`src/rtl/mdu_pkg.sv`:
```
// ============================================================================
// Module : mdu_pkg
// Brief  : Shared types for the iterative multiply/divide unit.
// Rev    : 1.0  initial release
// ============================================================================
`default_nettype none

package mdu_pkg;

  typedef enum logic [2:0] {
    MULT  = 3'd0,
    MULTU = 3'd1,
    DIV   = 3'd2,
    DIVU  = 3'd3,
    MTHI  = 3'd4,
    MTLO  = 3'd5
  } mdu_op_t;

  typedef enum logic [1:0] {
    IDLE = 2'd0,
    RUN  = 2'd1,
    FIX  = 2'd2
  } mdu_state_t;

endpackage : mdu_pkg

`default_nettype wire

```
`src/rtl/mdu_sign_fix.sv`:
```
// ============================================================================
// Module : mdu_sign_fix
// Brief  : Turns the unsigned magnitude result into the final HI/LO pair.
// Rev    : 1.0  initial release
// ============================================================================
`default_nettype none

module mdu_sign_fix
  import mdu_pkg::*;
#(
  parameter int WIDTH = 32
) (
  input  logic [2*WIDTH-1:0] i_mag,
  input  mdu_op_t            i_op,
  input  logic               i_neg_q,
  input  logic               i_neg_r,
  input  logic               i_dvz,
  output logic [WIDTH-1:0]   o_hi,
  output logic [WIDTH-1:0]   o_lo
);

  logic [2*WIDTH-1:0] w_prod_neg;
  logic [WIDTH-1:0]   w_q;
  logic [WIDTH-1:0]   w_r;

  always_comb begin
    w_prod_neg = -i_mag;
    w_q        = i_mag[WIDTH-1:0];
    w_r        = i_mag[2*WIDTH-1:WIDTH];
    o_hi       = i_mag[2*WIDTH-1:WIDTH];
    o_lo       = i_mag[WIDTH-1:0];
    if (i_op == DIV || i_op == DIVU) begin
      // Divide by zero: negating |a| by sign(a) restores the raw dividend in HI.
      o_lo = i_dvz ? '1 : (i_neg_q ? -w_q : w_q);
      o_hi = i_neg_r ? -w_r : w_r;
    end else if (i_neg_q) begin
      {o_hi, o_lo} = w_prod_neg;
    end
  end

endmodule : mdu_sign_fix

`default_nettype wire

```
`src/rtl/mult_div_unit.sv`:
```
// ============================================================================
// Module : mult_div_unit
// Brief  : Radix-2 iterative multiply/divide with architectural HI/LO.
// Rev    : 1.0  initial release
// ============================================================================
`default_nettype none

module mult_div_unit
  import mdu_pkg::*;
#(
  parameter int WIDTH = 32
) (
  input  logic             clk,
  input  logic             rst,
  input  logic             start,
  input  mdu_op_t          op,
  input  logic [WIDTH-1:0] a,
  input  logic [WIDTH-1:0] b,
  output logic             busy,
  output logic             done,
  output logic [WIDTH-1:0] hi,
  output logic [WIDTH-1:0] lo
);

  localparam int                c_cnt_w = $clog2(WIDTH);
  localparam logic [c_cnt_w-1:0] c_last = c_cnt_w'(WIDTH - 1);

  mdu_state_t          r_state;
  mdu_state_t          w_next_state;
  logic [c_cnt_w-1:0]  r_cnt;
  logic [2*WIDTH-1:0]  r_acc;
  logic [WIDTH-1:0]    r_opd;
  mdu_op_t             r_op;
  logic                r_neg_q;
  logic                r_neg_r;
  logic                r_dvz;
  logic                r_done;
  logic [WIDTH-1:0]    r_hi;
  logic [WIDTH-1:0]    r_lo;

  logic                w_is_md;
  logic                w_signed;
  logic [WIDTH-1:0]    w_abs_a;
  logic [WIDTH-1:0]    w_abs_b;
  logic [WIDTH:0]      w_madd;
  logic [2*WIDTH-1:0]  w_mul_next;
  logic                w_ge;
  logic [WIDTH-1:0]    w_diff;
  logic [2*WIDTH-1:0]  w_div_next;
  logic [WIDTH-1:0]    w_fix_hi;
  logic [WIDTH-1:0]    w_fix_lo;

  assign w_is_md  = (op == MULT) || (op == MULTU) || (op == DIV) || (op == DIVU);
  assign w_signed = (op == MULT) || (op == DIV);
  assign w_abs_a  = (w_signed && a[WIDTH-1]) ? -a : a;
  assign w_abs_b  = (w_signed && b[WIDTH-1]) ? -b : b;

  // Both ops keep |a| in the low half of r_acc and |b| in r_opd.
  assign w_madd     = {1'b0, r_acc[2*WIDTH-1:WIDTH]} + (r_acc[0] ? {1'b0, r_opd} : '0);
  assign w_mul_next = {w_madd, r_acc[WIDTH-1:1]};

  assign w_ge       = r_acc[2*WIDTH-1:WIDTH-1] >= {1'b0, r_opd};
  assign w_diff     = r_acc[2*WIDTH-2:WIDTH-1] - r_opd;
  assign w_div_next = w_ge ? {w_diff, r_acc[WIDTH-2:0], 1'b1}
                           : {r_acc[2*WIDTH-2:0], 1'b0};

  mdu_sign_fix #(
    .WIDTH (WIDTH)
  ) u_sign_fix (
    .i_mag   (r_acc),
    .i_op    (r_op),
    .i_neg_q (r_neg_q),
    .i_neg_r (r_neg_r),
    .i_dvz   (r_dvz),
    .o_hi    (w_fix_hi),
    .o_lo    (w_fix_lo)
  );

  always_ff @(posedge clk or posedge rst) begin
    if (rst) r_state <= IDLE;
    else     r_state <= w_next_state;
  end

  always_comb begin
    w_next_state = r_state;
    case (r_state)
      IDLE:    if (start && w_is_md) w_next_state = RUN;
      RUN:     if (r_cnt == c_last)  w_next_state = FIX;
      FIX:     w_next_state = IDLE;
      default: w_next_state = IDLE;
    endcase
  end

  always_comb begin
    busy = (r_state != IDLE);
    done = r_done;
    hi   = r_hi;
    lo   = r_lo;
  end

  always_ff @(posedge clk or posedge rst) begin
    if (rst) begin
      r_cnt   <= '0;
      r_acc   <= '0;
      r_opd   <= '0;
      r_op    <= MULT;
      r_neg_q <= 1'b0;
      r_neg_r <= 1'b0;
      r_dvz   <= 1'b0;
      r_done  <= 1'b0;
      r_hi    <= '0;
      r_lo    <= '0;
    end else begin
      r_done <= (r_state == FIX);
      case (r_state)
        IDLE: begin
          if (start) begin
            if (op == MTHI) begin
              r_hi <= a;
            end else if (op == MTLO) begin
              r_lo <= a;
            end else if (w_is_md) begin
              r_op    <= op;
              r_cnt   <= '0;
              r_acc   <= {{WIDTH{1'b0}}, w_abs_a};
              r_opd   <= w_abs_b;
              r_neg_q <= w_signed && (a[WIDTH-1] ^ b[WIDTH-1]);
              r_neg_r <= w_signed && a[WIDTH-1];
              r_dvz   <= (b == '0);
            end
          end
        end
        RUN: begin
          r_acc <= (r_op == DIV || r_op == DIVU) ? w_div_next : w_mul_next;
          r_cnt <= r_cnt + 1'b1;
        end
        FIX: begin
          r_hi <= w_fix_hi;
          r_lo <= w_fix_lo;
        end
        default: ;
      endcase
    end
  end

endmodule : mult_div_unit

`default_nettype wire
```
`config.mk`:
```
export PLATFORM = sky130hd
export DESIGN_NAME = mult_div_unit
export DESIGN_NICKNAME = d
export VERILOG_FILES = /design/src/rtl/mdu_pkg.sv /design/src/rtl/mdu_sign_fix.sv /design/src/rtl/mult_div_unit.sv
export SDC_FILE = /design/constraint.sdc
export NUM_CORES = 1
export LEC_CHECK = 0
export CAP_MARGIN = 20
export CORE_MARGIN = 2
export CORE_UTILIZATION = 59
export CTS_CLUSTER_DIAMETER = 200
export DETAILED_ROUTE_END_ITERATION = 8
export PLACE_DENSITY = 0.83
export REMOVE_ABC_BUFFERS = 1
export SKIP_LAST_GASP = 1
export SYNTH_ARGS = -nofsm -noshare
export SYNTH_HDL_FRONTEND = slang
export SYNTH_HIERARCHICAL = 1
export SYNTH_SLANG_ARGS = --single-unit
```
`constraint.sdc`:
```
create_clock -name clk -period 7.5 [get_ports clk]
set_clock_uncertainty 0.1 [all_clocks]
set_input_delay 1.125 -clock clk [delete_from_list [all_inputs] [get_ports clk]]
set_output_delay 1.125 -clock clk [all_outputs]
set_load 0.02 [all_outputs]
```
==> results of run 1 <==
==> registers in the layout (all words and copies together) (netlist names) <==
register,flops
done,1
hi,32
lo,32
r_acc,64
r_cnt,5
r_dvz,1
r_neg_q,1
r_neg_r,1
r_op,2
r_opd,32
r_state,2
==> final timing paths <==
path / end / slack, ps
setup / recovery: r_acc[49]$_DFFE_PP0P_ / 3270
hold / removal: hi[23]$_DFFE_PP0P_ / 390
setup reg to reg: r_acc[49]$_DFFE_PP0P_ / 3270
hold reg to reg: hi[23]$_DFFE_PP0P_ / 390
max in group asynchronous: r_opd[23]$_DFFE_PP0P_ / 4700
min in group asynchronous: lo[7]$_DFFE_PP0P_ / 1190
==> metal layers <==
layer | wire length, um | vias up
li1 | - | 6787
met1 | 18100 | 6722
met2 | 20750 | 656
met3 | 3201 | 131
met4 | 1988 | 0
met5 | 0 | -
==> per-stage QoR <==
step	setup WS, ps	instance area, um^2
after floorplan	1587	14000
after global placement	3326	15920
after detailed placement	3269	15950
after CTS	3245	16560
after global routing	3003	16580
final	3271	16580
==> worst register-to-register path: stages, from the launching register on <==
cell      delay [ps]
dfrtp_1         1050
and2_1           270
ha_1             210
inv_1             70
fa_1             410
nor2b_1          120
o21ai_0          110
a21o_1           250
a21o_1           190
o21ai_0          350
a21oi_1          140
o21ai_0          240
a21oi_1          120
xor2_1           270
o221ai_1         170
==> cells in the final DEF, fill, tap and decap left out, types with 11 or more instances in the layout <==
cell               n
nand2b_1          16
o31ai_1           27
o41ai_1           12
clkdlybuf4s50_1  135
nand2_1          278
nor4_1            17
xor2_1            81
buf_4             13
and2_1            45
nand3_1           43
a31oi_1           11
nor2_1           102
xnor2_1           93
dfrtp_1          173
nor3_1            42
nor2b_1           43
inv_1             65
or3_1             18
a22oi_1           13
clkbuf_16         17
a21oi_1          194
a22o_1            12
o21ai_0          218
ha_1              70
a21o_1            30
mux2i_1           25
==> cell type report <==
class / instances / area, um^2
clock buffer: 18 / 439.2
clock inverter: 14 / 168.9
fill: 2041 / 7526
inverter: 66 / 252.7
multi-input combinational: 1536 / 9488
sequential: 173 / 4329
tap: 324 / 405.4
timing repair buffer: 150 / 1496
==> power by group <==
part	total (uW)	internal, uW	switching (uW)
clock network	924	488	437
logic	5370	2270	3100
registers	1990	1350	641
total	8280	4100	4180
==> results.txt, run 1 <==
The run finished with clean final reports. The run gives 70730 um as the first-pass GRT wire length. The area of the mapped netlist is 0.01435 mm^2.

VDD sags by at most 0.2477 mV. Summed over all cells, the static leakage comes to 0.007089 uW. The hold violation count in the final report is 0, and the layout cell share with drive strength beyond 1 is 4.088%. For the filler-free cell count of the finished design, the log shows 2281. The logs give 0 ps for the aggregate negative setup slack and 0 for the number of gates resized after cts. Clock latency on the worst-skew pair, taken at its later pin, is 440 ps. The H-tree was split into 4 levels.

The min-delay analysis places its worst path in the category register to register. On the critical path, the stage with the largest delay is an instance of dfrtp_1. The detailed router finished its first iteration with 1177 violations. In this run the power density over the cells is 499.6 mW/mm^2.

Traced cell by cell, the critical path runs through and2_1 > ha_1 > inv_1 > fa_1 > nor2b_1 > o21ai_0 > a21o_1 > a21o_1 > o21ai_0 > a21oi_1 > o21ai_0 > a21oi_1 > xor2_1 > o221ai_1. The final net count was 2086. The repair_antennas step left the layout with diodes totalling 0.

The worst slew slack as a fraction of its limit was 28.10%. The tools report the endpoint kind of the worst setup timing path as a register. The run gives 4.442% as the global-route met3 utilization. TritonCTS built the clock tree. The met1 global-route usage was 43.86%; the time the worst path needs with I/O delays and setup was 4229 ps.

Launch instance of the worst min-delay path: hi[23]$_DFFE_PP0P_. From synthesis to final layout, the design area changed by 15.52%. In this run, CTS created clock tree buffers numbering 17. The post-route fraction of the period consumed by the critical path is 56.38%, and the detail-routed net length per standard cell is 19.31 um.

For this run, the top clock speed supported by timing is 236.5 MHz. STA puts the critical path data required time at 7680 ps. The worst setup path is launched from a register. The most numerous cell type found on the critical path is o21ai_0. The max-slew violation count is 0. Final wirelength: 44040 um. Setup repair after global routing left no endpoint under its margin. For this run the aggregate overflow at the end of global routing stands at 0. For this run, the slowest stage of the critical path takes 1050 ps. The total area inside the core boundary comes to 0.02411 mm^2.

Kind of critical path: register to register. The area of the die came out at 0.02559 mm^2. For the worst flop-to-flop path, the logic depth is 14. Once detail routing completed, the nets flagged for antenna violations numbered 0. The tools report the final count of negative-setup-slack endpoints as 0.

The worst hold slack was 388.1 ps. Overall power consumption after layout is estimated at 8284 uW. The library cell used as clock root buffer is clkbuf_16. The run gives 57.46% as the global routing usage on met2. The count of pins on the block boundary came out at 136. The number of stages on the worst hold path came out at 2. Clock-pin slew was measured on the worst setup and hold paths at 70 ps. The slew at the pin closest to its max-slew limit was 1079 ps. The kind of cell with the highest combined delay along the critical path is compound AO/OA/AOI/OAI gates.

The routed via count divided by cell count was 6.267. The data arrival time of the critical path came out at 4400 ps. In this run the critical register-to-register path is launched from r_acc[0]$_DFFE_PP0P_.

The width of the chip was 160.0 um. For the count of TritonRoute iterations in the first routing pass, the log shows 6. Counting tap cells, the placed design contains a total of 2248 instances. After technology mapping, the gate count stands at 1865. The initial antenna violation count was 0. After detailed routing, the number of remaining DRC violations is 0. For the initial core utilization, the log shows 59.54%.

The buffers plus inverters on the worst setup path works out to 1. Half-perimeter wire length after detailed placement: 32250 um. The count of buffers from port buffering came out at 135. The critical path startpoint is r_acc[0]$_DFFE_PP0P_. The hold buffer count at CTS was 0; the global-route usage over all layers was 34.32%.

The most used routing layer was met2. The routed layout has 14300 vias. After clock tree synthesis, the setup repair step added 0 buffers.

The longest clock path from root to sink contains 2 buffers. The mean area per synthesized cell was 7.696 um^2; the max-capacitance violation count was 0. The logs give 13630 for the number of global-route vias before repair and 68.78% for the final core area utilization. The weighted congestion at the end of routability-driven global placement was 1.032; the Yosys warning count was 6. The highest fanout seen on the critical path is 37, and the row count is 57.

The clock net in this run drives a total of 173 sinks. The floorplan step set the die height to 160.0 um. The tools report the maximum number of pins on one net before global-route repair as 109. The cell count along the critical path is 14.
(Power assumes the default switching activity.)
==> run 2: changes to the inputs <==
--- a/config.mk
+++ b/config.mk
@@ -7,10 +7,10 @@
 export LEC_CHECK = 0
 export CAP_MARGIN = 20
 export CORE_MARGIN = 2
-export CORE_UTILIZATION = 59
+export CORE_UTILIZATION = 54
 export CTS_CLUSTER_DIAMETER = 200
 export DETAILED_ROUTE_END_ITERATION = 8
-export PLACE_DENSITY = 0.83
+export PLACE_DENSITY = 0.8
 export REMOVE_ABC_BUFFERS = 1
 export SKIP_LAST_GASP = 1
 export SYNTH_ARGS = -nofsm -noshare
==> constraint.sdc (replaced) <==
create_clock -name clk -period 3.8 [get_ports clk]
set_clock_uncertainty 0.1 [all_clocks]
set_input_delay 0.57 -clock clk [delete_from_list [all_inputs] [get_ports clk]]
set_output_delay 0.57 -clock clk [all_outputs]
set_load 0.02 [all_outputs]
==> results.txt, run 2 (same netlist as run 1, synthesis figures left out) <==
The number of gates resized after cts came out at 0 (unchanged). For the count of pins on the block boundary, the log shows 136 (unchanged). The part of the power in combinational logic is 67.6% (+2.8 points), and the signed area change from the synthesized netlist to the final layout is 18.56%. The final-layout fill cell count is 2211 (+8.3%), and the maximum number of pins on one net before global-route repair is 98 (-10%). The initial antenna violation count came out at 0 (unchanged). The leading cell type in the layout, fill and taps excluded is nand2_1. The tools report the number of buffers added by the clock tree synthesis step as 17 (unchanged). For the filler-free cell count of the finished design, the log shows 2343 (+2.7%). The final core area utilization came out at 65.30% (-3.5 points). The flow ran to the end, and the final reports show no timing, DRC or antenna violations. The logs give 8329 uW (+99%) for the net switching component of the power and 171.5 ps (-3100 ps) for the worst setup slack after layout. The tools report the remaining global-route overflow as 0 (unchanged). Layout cell share with drive strength beyond 1: 6.524% (+2.4 points).

The logs give 0.5635 mV (+130%) for the worst-case vdd ir drop and 0 (unchanged) for the hold violation count in the final report. For the number of nets with antenna violations after detailed routing, the log shows 0 (unchanged). The flip-flop count of the largest register, all copies and words added is 64 (unchanged), and the area occupied by multi-input gates is 0.009488 mm^2 (unchanged). First-pass GRT wire length: 71760 um (+1.5%). The run gives 0.007336 uW (+3.5%) as the static power due to leakage. The area of the die was 0.02790 mm^2 (+9.0%); the max-capacitance violation count was 0 (unchanged).

The number of placed instances with taps included was 2311 (+2.8%); the internal power summed over all cells was 8348 uW (+100%). The min-delay analysis places its worst path in the category register to register. The critical path is of the register to register type. The register clock-pin slew on the reported worst setup and hold paths was 80 ps (about the same).

Leaving out fill and tap cells, the most frequent cells in the layout are 278 x nand2_1, 218 x o21ai_0, 194 x a21oi_1, 173 x dfrtp_1, 135 x clkdlybuf4s50_1. The routed via count divided by cell count came out at 6.168 (-1.6%). The number of vias in the routed layout was 14450 (+1.1%). The detail-routed net length per standard cell works out to 18.90 um (-2.1%).

On the critical path the largest part of the delay comes from simple AND/OR/NAND/NOR gates. For the clock latency reported for the late side of the worst-skew pair, the log shows 450 ps (about the same). The worst setup path is launched from a register. Count of routing violations after the opening detailed-route iteration: 1396 (+19%). The highest fanout seen on the critical path is 25 (-32%), and the time the worst path needs with I/O delays and setup is 3629 ps (-600.1 ps). The CTS H-tree depth is 4 (unchanged), and the worst slew slack as a fraction of its limit is 42.44% (+14 points). The run gives 33410 um (+3.6%) as the half-perimeter wire length after detailed placement. The die extent in y is 167.0 um (+4.4%), and the number of clock sinks seen by CTS is 173 (unchanged). The library cell used as clock root buffer was clkbuf_16. STA classifies the critical path endpoint as a register. The count of TritonRoute iterations in the first routing pass is 8 (+2).

TritonCTS built the clock tree. The number of buffers added for setup after CTS is 0 (unchanged). Setup repair after global routing left no endpoint under its margin.

The switching power share of the total is 49.94% (-0.51 points). The hold buffer count at CTS is 0 (unchanged). The tools report the weighted congestion at the end of routability-driven global placement as 1.001 (-3.0%).

The largest stage delay on the critical path is 640 ps (-410 ps), and the antenna diode count is 0 (unchanged). The tools report the flip-flop and latch area as 0.004329 mm^2 (unchanged). The final net count was 2137 (+2.4%); the total DRC errors in the routed layout was 0 (unchanged). Traced cell by cell, the critical path runs through inv_1 > ha_1 > nand4_1 > nor4_1 > a41o_1 > a2111oi_2 > nor2_4 > buf_12 > nand2_2 > a311oi_1 > a21o_1. For the final wirelength, the log shows 44280 um (+0.53%). The library cell contributing the largest single delay on the critical path is nor4_1.

The count of buffers from port buffering works out to 135 (unchanged). The logs give 4070 ps (-3610 ps) for the critical path data required time and 3900 ps (-500 ps) for the data arrival time of the critical path. The number of global-route vias before repair is 13770 (+1.0%), and the total power per unit cell area is 980.1 mW/mm^2 (+96%). The maximum number of buffers from clock root to sink was 2 (unchanged); the buffers plus inverters on the worst setup path was 2 (+1).

The run gives 10.5% (-0.7 points) as the clock group share of total power. The max-slew violation count is 0 (unchanged). The placeable core region was 0.02606 mm^2 (+8.1%); the initial core utilization was 55.08% (-4.5 points). The global-route usage over all layers was 31.76% (-2.6 points); the row count was 59 (+3.5%).

The final count of negative-setup-slack endpoints came out at 0 (unchanged). The highest clock frequency the design can meet was 275.6 MHz (+17%); the post-route fraction of the period consumed by the critical path was 95.49% (+39 points). Width of the chip: 167.0 um (+4.4%). The tools report the setup slack at placement as 322.8 ps (-2946 ps). The slew at the pin closest to its max-slew limit was 860.2 ps (-218.3 ps); the part of the power in registers was 21.9% (-2.1 points). More flip-flops sit in one register than any other, and that register is r_acc.
## run 2: worst paths after layout
path / from / end / slack [ps] / cells past startpoint
worst max-delay path: r_opd[24]$_DFFE_PP0P_ / r_acc[0]$_DFFE_PP0P_ / 170 / 11
worst min-delay path: hi[6]$_DFFE_PP0P_ / hi[6]$_DFFE_PP0P_ / 380 / 2
worst max register to register: r_opd[24]$_DFFE_PP0P_ / r_acc[0]$_DFFE_PP0P_ / 170 / 11
worst min register to register: hi[6]$_DFFE_PP0P_ / hi[6]$_DFFE_PP0P_ / 380 / 2
max in group asynchronous: rst / r_acc[31]$_DFFE_PP0P_ / 2320 / 3
min in group asynchronous: rst / lo[7]$_DFFE_PP0P_ / 520 / 2
## run 2: routing by layer
| layer | GRT usage, % | share of wire (%) | vias up |
|---|---|---|---|
| li1 | - | - | 6879 |
| met1 | 42.55 | 42 | 6784 |
| met4 | 13.68 | 4.1 | 0 |
| met2 | 51.83 | 46 | 676 |
| met5 | 0 | 0 | - |
| met3 | 4.016 | 7.6 | 113 |
## run 2: stage by stage
step	setup TNS, ps	power (uW)	hold slack (ps)	area [um^2]
floorplan	-352030	10950	343.1	14000
global placement	0	14350	359.5	16420
detailed placement	0	14620	370.2	16440
CTS	0	16440	386.7	17020
global route	0	17930	416.1	17020
finish	0	16680	380.1	17020
## run 2: worst reg2reg max path, stage by stage, from the launching register on
cell	delay, ps
dfrtp_1	400
inv_1	60
ha_1	450
nand4_1	340
nor4_1	640
a41o_1	280
a2111oi_2	60
nor2_4	240
buf_12	230
nand2_2	150
a311oi_1	400
a21o_1	190
## run 2: power groups by stage
| stage | clock, uW | combinational [uW] | sequential (uW) |
|---|---|---|---|
| 6_report | 1760 | 11300 | 3650 |
| 4_1_cts | 1760 | 11100 | 3610 |
| 3_5_place_dp | 0 | 11000 | 3650 |
| 3_3_place_gp | 0 | 10700 | 3610 |
| 2_1_floorplan | 0 | 7200 | 3750 |
| 5_1_grt | 1830 | 12300 | 3760 |
## run 2: area by class of cell
cell class	instances	share of cell area (%)
clock inverter	15	0.8677
tap	335	2.463
clock buffer	17	2.500
inverter	66	1.485
timing repair buffer	201	11.49
multi-input combinational	1536	55.76
sequential	173	25.44
